===== src/rtl/pipe_ctrl_pkg.sv =====
// Arya front-end sequencing: shared state encodings and flush-count helpers.
// Used by pipe_hazard_ctrl (stats enabled with STALL_STATS_EN).
package pipe_ctrl_pkg;

  localparam int REM_W = 4;

  localparam logic [1:0] ST_RUN    = 2'd0;
  localparam logic [1:0] ST_FLUSH  = 2'd1;
  localparam logic [1:0] ST_FREEZE = 2'd2;

  localparam int FLUSH_MIN = 1;
  localparam int FLUSH_MAX = 15;

  // Remaining-count value loaded on a taken branch; out-of-range
  // configurations are clamped to the legal window.
  function automatic logic [REM_W-1:0] flush_rem_init(input int fc);
    int c;
    c = fc;
    if (c < FLUSH_MIN) c = FLUSH_MIN;
    if (c > FLUSH_MAX) c = FLUSH_MAX;
    return REM_W'(c - 1);
  endfunction

endpackage


===== src/rtl/hazard_detect.sv =====
// Load-use comparator: flags a decode operand that depends on a load
// still in execute. Purely combinational.
module hazard_detect #(
  parameter int AW = 5
) (
  input  logic [AW-1:0] id_rs_addr,
  input  logic [AW-1:0] id_rt_addr,
  input  logic          id_rs_used,
  input  logic          id_rt_used,
  input  logic          ex_load,
  input  logic [AW-1:0] ex_rd_addr,
  output logic          hazard
);

  logic rs_hit;
  logic rt_hit;

  assign rs_hit = id_rs_used && (id_rs_addr == ex_rd_addr);
  assign rt_hit = id_rt_used && (id_rt_addr == ex_rd_addr);
  assign hazard = ex_load && (ex_rd_addr != '0) && (rs_hit || rt_hit);

endmodule


===== src/rtl/pipe_hazard_ctrl.sv =====
// Arya pipeline sequencer: PC / IF-ID / ID-EX enables and flushes.
// Statistics counters are built only when STALL_STATS_EN is defined.
module pipe_hazard_ctrl
  import pipe_ctrl_pkg::*;
#(
  parameter int REGFILE_ADDR_WIDTH = 5,
  parameter int FLUSH_CYCLES       = 2,
  parameter int CNT_WIDTH          = 32
) (
  input  logic                          clk,
  input  logic                          reset,
  input  logic [REGFILE_ADDR_WIDTH-1:0] id_rs_addr,
  input  logic [REGFILE_ADDR_WIDTH-1:0] id_rt_addr,
  input  logic                          id_rs_used,
  input  logic                          id_rt_used,
  input  logic                          ex_load,
  input  logic [REGFILE_ADDR_WIDTH-1:0] ex_rd_addr,
  input  logic                          br_taken,
  input  logic                          mem_busy,
  output logic                          pc_en,
  output logic                          fd_en,
  output logic                          de_en,
  output logic                          fd_flush,
  output logic                          de_flush,
  output logic [1:0]                    state,
  output logic [CNT_WIDTH-1:0]          stall_cnt,
  output logic [CNT_WIDTH-1:0]          flush_cnt,
  output logic [CNT_WIDTH-1:0]          freeze_cnt
);

  localparam logic [REM_W-1:0] REM_INIT = flush_rem_init(FLUSH_CYCLES);

  logic [1:0]       state_q, state_d;
  logic [1:0]       ret_q, ret_d;
  logic [REM_W-1:0] rem_q, rem_d;
  logic [1:0]       eff;
  logic             hazard;
  logic             hz_ev, fl_ev, fz_ev;

  hazard_detect #(
    .AW(REGFILE_ADDR_WIDTH)
  ) u_hazard (
    .id_rs_addr(id_rs_addr),
    .id_rt_addr(id_rt_addr),
    .id_rs_used(id_rs_used),
    .id_rt_used(id_rt_used),
    .ex_load   (ex_load),
    .ex_rd_addr(ex_rd_addr),
    .hazard    (hazard)
  );

  // Effective state: a released freeze behaves as the saved state;
  // any illegal encoding behaves as RUN.
  always_comb begin
    eff = state_q;
    if (state_q == ST_FREEZE) eff = ret_q;
    if (eff != ST_FLUSH) eff = ST_RUN;
  end

  // Prioritised strobe generation and next-state selection.
  always_comb begin
    pc_en    = 1'b0;
    fd_en    = 1'b0;
    de_en    = 1'b0;
    fd_flush = 1'b0;
    de_flush = 1'b0;
    state_d  = ST_RUN;
    ret_d    = ret_q;
    rem_d    = rem_q;
    hz_ev    = 1'b0;
    fl_ev    = 1'b0;
    fz_ev    = 1'b0;
    if (reset) begin
      fd_flush = 1'b1;
      de_flush = 1'b1;
      ret_d    = ST_RUN;
      rem_d    = '0;
    end else if (mem_busy) begin
      state_d = ST_FREEZE;
      ret_d   = eff;
      fz_ev   = 1'b1;
    end else if (br_taken) begin
      pc_en    = 1'b1;
      fd_en    = 1'b1;
      de_en    = 1'b1;
      fd_flush = 1'b1;
      de_flush = 1'b1;
      rem_d    = REM_INIT;
      state_d  = (REM_INIT != '0) ? ST_FLUSH : ST_RUN;
      fl_ev    = 1'b1;
    end else if (eff == ST_FLUSH) begin
      pc_en    = 1'b1;
      fd_en    = 1'b1;
      de_en    = 1'b1;
      fd_flush = 1'b1;
      rem_d    = (rem_q == '0) ? '0 : rem_q - REM_W'(1);
      state_d  = (rem_q > REM_W'(1)) ? ST_FLUSH : ST_RUN;
      fl_ev    = 1'b1;
    end else if (hazard) begin
      de_en    = 1'b1;
      de_flush = 1'b1;
      hz_ev    = 1'b1;
    end else begin
      pc_en = 1'b1;
      fd_en = 1'b1;
      de_en = 1'b1;
    end
  end

  // Registered FSM state, saved return state and flush remainder.
  always_ff @(posedge clk) begin
    if (reset) begin
      state_q <= ST_RUN;
      ret_q   <= ST_RUN;
      rem_q   <= '0;
    end else begin
      state_q <= state_d;
      ret_q   <= ret_d;
      rem_q   <= rem_d;
    end
  end

  assign state = state_q;

`ifdef STALL_STATS_EN
  localparam logic [CNT_WIDTH-1:0] CNT_ONE = CNT_WIDTH'(1);

  logic [CNT_WIDTH-1:0] stall_q, flush_q, frz_q;

  // Saturating event counters, cleared by reset.
  always_ff @(posedge clk) begin
    if (reset) begin
      stall_q <= '0;
      flush_q <= '0;
      frz_q   <= '0;
    end else begin
      if (hz_ev && !(&stall_q)) stall_q <= stall_q + CNT_ONE;
      if (fl_ev && !(&flush_q)) flush_q <= flush_q + CNT_ONE;
      if (fz_ev && !(&frz_q))   frz_q   <= frz_q + CNT_ONE;
    end
  end

  assign stall_cnt  = stall_q;
  assign flush_cnt  = flush_q;
  assign freeze_cnt = frz_q;
`else
  logic unused_ev;

  assign unused_ev  = hz_ev ^ fl_ev ^ fz_ev;
  assign stall_cnt  = '0;
  assign flush_cnt  = '0;
  assign freeze_cnt = '0;
`endif

endmodule


===== config.mk =====
export PLATFORM = sky130hd
export DESIGN_NAME = pipe_hazard_ctrl
export DESIGN_NICKNAME = d
export VERILOG_FILES = /design/src/rtl/pipe_ctrl_pkg.sv /design/src/rtl/hazard_detect.sv /design/src/rtl/pipe_hazard_ctrl.sv
export SDC_FILE = /design/constraint.sdc
export NUM_CORES = 1
export LEC_CHECK = 0
export BUFFER_PORTS_ARGS = -buffer_cell sky130_fd_sc_hd__buf_2
export CORE_MARGIN = 10
export CORE_UTILIZATION = 35
export CTS_BUF_LIST = sky130_fd_sc_hd__clkbuf_16
export CTS_CLUSTER_SIZE = 12
export DETAILED_ROUTE_END_ITERATION = 8
export PLACE_DENSITY = 0.79
export SYNTH_ARGS = -nofsm -noshare
export SYNTH_HDL_FRONTEND = slang
export SYNTH_SLANG_ARGS = --single-unit

===== constraint.sdc =====
create_clock -name clk -period 1.46 [get_ports clk]
set_input_delay 0.146 -clock clk [delete_from_list [all_inputs] [get_ports clk]]
set_output_delay 0.146 -clock clk [all_outputs]
set_load 0.1 [all_outputs]

==> impl_metrics.csv, run 1 <==
group,metric,value,unit
outcome,outcome,"complete, but fails checks",
outcome,violations,"negative setup slack",
grt,grt_max_degree,10,
logic_synthesis,yosys.cell_count.top_type,"buf_4",
layout,final_area,0.00141,mm^2
clock_network,cts_inserted_buffers,3,
worst_setup_path,reg2reg_from,"state[0]$_SDFF_PN0_",
logic_synthesis,yosysTopAreaCell,"buf_4",
routing,wl,3040,um
floorplanning,num_rows,21,
logic_synthesis,ys_seq_elements,8,
clock_network,cts_tree,"yes",
grt,grt_overflow_total,0,
grt,antenna_found_initial,0,
floorplanning,die_area,0.00632,mm^2
routing,vias,846,
routing,wire_per_inst,12.6,um
pwr,totalPowerFinal,2.04,mW
layout,n_antenna_cell,0,
routing,drt_iter0_drc,19,
sta,whs,255,ps
worst_hold_path,hp-start,"mem_busy",
sta,fmax,593,MHz
logic_synthesis,synth_xor_area_share,7.06,%
clock_network,path_clk_slew,40,ps
sta,fin_crit_sh,115,%
logic_synthesis,yosysWarnings,0,
floorplanning,die_width,79.5,um
clock_network,cts.htree.levels,1,
worst_setup_path,critical_path.max_fanout,2,
logic_synthesis,synth_compound_area_share,7.67,%
placement,gp_congestion,0.730,
worst_setup_path,path_cells,"buf_6, xor2_2, nor4_2, a32oi_2, buf_4, o31ai_4, buf_12",
logic_synthesis,synth_edf_count,0,
layout,fin_nets,220,
worst_setup_path,worst_path_max_delay_cell,"nor4_2",
placement,dp.cells,237,
pwr,powerDensity,1440,mW/mm^2
layout,drive_above_1_share,28.6,%
worst_setup_path,cp-start-kind,"input pin",
clock_network,cts_root_buf,"clkbuf_16",
grt,grt_usage,8.28,%
routing,ant_nets,0,
floorplanning,core_area,0.00339,mm^2
worst_setup_path,end_kind,"output port",
pwr,p_leak,0.754,nW
logic_synthesis,async_flop_share,0,%
logic_synthesis,synth_top_family_by_area,"buffers and inverters",
clock_network,clock_sinks,8,
clock_network,insertion_delay,230,ps
sta,finalSetupViolCount,4,
grt,grt_pass1_vias,973,
logic_synthesis,ys_seq_area_share,12.9,%
placement,dp_hpwl,2790,um
logic_synthesis,ys.flop_type,"dfxtp_1",
routing,drc,0,
worst_setup_path,worstSetupStartpoint,"id_rs_addr[3]",
sta,drv_slew,0,
clock_network,cts_hold_buffers,0,
floorplanning,io_pins,125,
worst_setup_path,worstPathArrival,1540,ps
placement,port-buffer-count,28,
layout,finalNonFillerCells,242,
logic_synthesis,syn-cell-area,0.00124,mm^2
sta,period_needed,1690,ps
floorplanning,start_util,36.6,%
sta,finalHoldViolations,0,
logic_synthesis,synth_cells,159,
worst_setup_path,crit_required,1310,ps
logic_synthesis,synthDominantCellAreaShare,58.7,%
sta,fin_setup_tns,-518,ps
run,drv_cap,0,
grt,grt_pass1_wl,4320,um
layout,postLayoutCoreUtil,41.7,%
pwr,vdd_drop_max,0.590,mV
routing,dr.pass1.iters,2,
logic_synthesis,ys_top_cells_by_count,"97 x buf_4, 8 x dfxtp_1, 8 x xor2_1, 6 x nor2_1",
routing,via_per_inst,3.50,
sta,worst_slack,-226,ps
floorplanning,die_y,79.5,um
placement,dpl_cell_area,0.00119,mm^2
logic_synthesis,muxShareOfSynthArea,0.807,%
logic_synthesis,yosys.area_share.simple,11.5,%
layout,area_growth,14.0,%
worst_setup_path,crit_path_max_incr_delay,310,ps
logic_synthesis,synth_fa_ha_area_share,0,%
logic_synthesis,synth.area.top_cells,"buf_4 59%, dfxtp_1 13%, xor2_1 5.7%",
sta,fin_worst_skew,2.29,ps
sta,rsz0062_at_grt,"yes",
logic_synthesis,postSynthAreaPerCell,7.80,um^2
clock_network,cts_max_path_buffers,2,
placement,place_ws,-293,ps
logic_synthesis,ys_types,32,
worst_hold_path,hold_path.class,"in2reg",
worst_setup_path,r2r_slack,60,ps
worst_setup_path,worstSetupPathType,"in2out",
sequential cells by signal (all words and copies together), names as in the netlist:
signal / flops
rem_q: 4
ret_q: 2
state: 2
cell type report:
type | instances | area [um^2]
clock buffers | 3 | 75.1
fillers | 344 | 1980
inverters | 2 | 7.51
multi-input cells | 146 | 796
flip-flops and latches | 8 | 169
well taps | 46 | 57.6
repair buffers | 37 | 309
worst max-delay path: cells and delay by family:
family,cells,cell delay (ps)
buf+inv,3,470
compound gates,2,440
simple gates,1,310
xor+xnor,1,160
path summary, 6_finish.rpt:
path / endpoint / cells after the start
setup / recovery: de_flush / 7
hold / removal: state[1]$_SDFF_PP0_ / 3
setup reg to reg: rem_q[1]$_SDFFE_PP0P_ / 6
hold reg to reg: ret_q[1]$_SDFFE_PP0P_ / 1
logic make-up after synthesis:
kind of cell,count (synthesis)
other,1
flip-flops,8
AND/OR/NAND/NOR,24
multiplexers,1
buffers and inverters,100
XOR/XNOR,10
AO/OA/AOI/OAI,15
where the power goes:
part,total [mW],internal [mW],switching [mW]
sequential,0.227,0.222,0.00506
combinational,1.35,0.111,1.24
clock,0.466,0.354,0.113
per-layer routing:
layer	share of wire (%)	up-vias	track usage (%)
met5	0	-	0
met4	1.5	0	3.76
met3	13	4	3.15
met2	50	73	15.4
met1	35	377	7.84
li1	-	392	-
cell usage in the layout, fill, tap and decap left out, drive strengths merged, types with 2 or more instances in the layout:
cell type	instances
nor3b	2
a21oi	4
dfxtp	8
inv	2
o21ai	5
nand2b	3
xor2	8
buf	37
nor4	2
conb	96
nor2	6
and2	2
xnor2	2
clkbuf	3
nor3	2
what timing repair did:
item | in CTS | in global routing
endpoints found under the setup margin | 4 | 8
gates resized for setup | 17 | 11
buffers inserted | 2 | 0
pin swaps | 7 | 6
gates cloned | 0 | 0
Power figures use the tool's default switching activity.
==> run 2, diff against run 1 <==
==> constraint.sdc (replaced) <==
create_clock -name clk -period 1.46 [get_ports clk]
set_input_delay 0.219 -clock clk [delete_from_list [all_inputs] [get_ports clk]]
set_output_delay 0.219 -clock clk [all_outputs]
set_load 0.1 [all_outputs]
==> run 2 against run 1 <==
The run still ends with negative setup slack left. Via count fell by 3.7%. Count of clock-buffer cells in the layout did not move. Critical endpoint is now pc_en. Sequential power barely moved. Sequential share of layout area rose by 0.51 points. Hold slack improved by 39 ps. Clock power fell by 1%. Non-clock buffer count fell by 6. Final cell count fell by 2.1%. Total power fell by 0.68%. Maximum frequency fell by 3.9%.
==> impl_metrics.csv, run 2 (synthesis results as in run 1) <==
group,metric,value,unit
outcome,outcome,"complete, but fails checks",
outcome,violations,"negative setup slack",
clock_network,postCtsSetupRepairBufs,0,
worst_setup_path,cp-start-kind,"input pin",
worst_setup_path,end_kind,"output port",
pwr,vdd_drop_max,0.643,mV
grt,grtUsageMet3,3.60,%
worst_setup_path,reg2reg_from,"state[0]$_SDFF_PN0_",
grt,use_met2,15.7,%
pwr,p_leak,0.728,nW
grt,grt_pass1_vias,933,
grt,grt_usage,8.01,%
layout,fin_nets,214,
worst_setup_path,worstSetupPathType,"in2out",
clock_network,cts_hold_buffers,0,
routing,vias,815,
layout,fillers,367,
run,drv_cap,0,
sta,rsz0062_at_grt,"yes",
routing,drt_iter0_drc,12,
routing,dr.pass1.iters,2,
clock_network,cts.htree.levels,1,
routing,wl,2870,um
grt,use_met1,6.94,%
worst_setup_path,crit_required,1240,ps
layout,layout_common_cells,"96 x conb_1, 20 x buf_2, 7 x xor2_1",
grt,antenna_found_initial,0,
floorplanning,io_pins,125,
worst_hold_path,min_to,"state[0]$_SDFF_PN0_",
layout,mostFrequentLayoutCell,"conb_1",
placement,port-buffer-count,28,
worst_setup_path,r2r_end,"rem_q[0]$_SDFFE_PP0P_",
clock_network,insertion_delay,230,ps
layout,n_antenna_cell,0,
floorplanning,die_area,0.00632,mm^2
floorplanning,start_util,36.6,%
routing,wire_per_inst,12.1,um
floorplanning,die_width,79.5,um
routing,drc,0,
worst_setup_path,worstSetupStartpoint,"id_rs_addr[3]",
grt,grt_pass1_wl,4200,um
clock_network,cts_root_buf,"clkbuf_16",
layout,postLayoutCoreUtil,40.0,%
sta,finalHoldViolations,0,
clock_network,cts_inserted_buffers,3,
worst_setup_path,worst_path_max_delay_cell,"o31a_4",
clock_network,cts_max_path_buffers,2,
worst_setup_path,path_cells,"buf_6, xor2_2, nor4_2, a32oi_2, o31a_4, buf_12",
sta,finalSetupViolCount,4,
sta,worst_slack,-295,ps
layout,regMostFlops,"rem_q",
clock_network,cts_tree,"yes",
worst_setup_path,reg2reg_depth,5,
floorplanning,num_rows,21,
sta,fin_worst_skew,3.42,ps
layout,largest_reg_flops,4,
grt,grt_overflow_total,0,
sta,period_needed,1750,ps
sta,whs,294,ps
floorplanning,core_area,0.00339,mm^2
clock_network,path_clk_slew,40,ps
sta,fin_crit_sh,120,%
worst_setup_path,r2r_slack,160,ps
worst_setup_path,worstPathArrival,1540,ps
layout,ff_latch_area,169,um^2
layout,drive_above_1_share,25.7,%
floorplanning,die_y,79.5,um
sta,fmax,570,MHz
grt,top_usage_layer,"met2",
pwr,powerDensity,1490,mW/mm^2
placement,gp_congestion,0.784,
routing,via_per_inst,3.44,
worst_hold_path,hold_path.class,"in2reg",
routing,ant_nets,0,
grt,grt_max_degree,11,
worst_setup_path,critical_path.max_fanout,2,
placement,dp_hpwl,2610,um
layout,area_growth,9.38,%
worst_hold_path,hp-start,"reset",
worst_hold_path,hold_depth,2,
worst_setup_path,crit_path_max_incr_delay,390,ps
clock_network,clock_sinks,8,
layout,multi_input_area,787,um^2
sta,drv_slew,0,
==> run 2: per-stage QoR <==
stage | setup TNS, ps | worst slack [ps] | std cells | cell area, um^2 | total power, mW
finish | -899 | -295 | 237 | 1360 | 2.03
global route | -1230 | -388 | 237 | 1360 | 2.08
CTS | -832 | -269 | 237 | 1350 | 2.02
detailed placement | -909 | -317 | 233 | 1200 | 1.54
global placement | -834 | -302 | 233 | 1200 | 1.53
floorplan | -1050 | -594 | 254 | 1660 | 1.65
==> run 2: worst max-delay path by stage <==
stage / slack (ps) / cells past startpoint / to
after CTS: -270 / 6 / pc_en
after global placement: -300 / 6 / pc_en
after floorplan: -590 / 3 / de_flush
after global routing: -390 / 6 / fd_en
final: -290 / 6 / pc_en
after detailed placement: -320 / 6 / pc_en
==> run 2: worst max-delay path: cells and delay by family <==
kind	cells	cell delay, ps
XOR/XNOR	1	170
AND/OR/NAND/NOR	1	290
AO/OA/AOI/OAI	2	580
buffers and inverters	2	270
==> run 2: metal layers <==
layer | vias up | wire length [um]
li1 | 384 | -
met1 | 362 | 903
met2 | 67 | 1570
met3 | 2 | 369
met4 | 0 | 30
met5 | - | 0
==> run 2: cell type report <==
| class | instances | share of cell area [%] |
|---|---|---|
| multi-input cells | 146 | 58.0 |
| inverters | 2 | 0.554 |
| repair buffers | 31 | 18.9 |
| clock buffers | 3 | 5.54 |
| flip-flops and latches | 8 | 12.5 |
| well taps | 46 | 4.24 |
| clock inverters | 1 | 0.277 |
==> run 2: report_power, final <==
part           switching [mW]  leakage [nW]  total [mW]  internal [mW]
clock                   0.104        0.0423       0.460          0.356
combinational            1.23         0.619        1.34          0.103
sequential            0.00533        0.0668       0.227          0.222
==> run 2: what timing repair did <==
action / in CTS / in global routing
endpoints found under the setup margin: 4 / 4
gates resized for setup: 9 / 2
pin swaps: 3 / 0
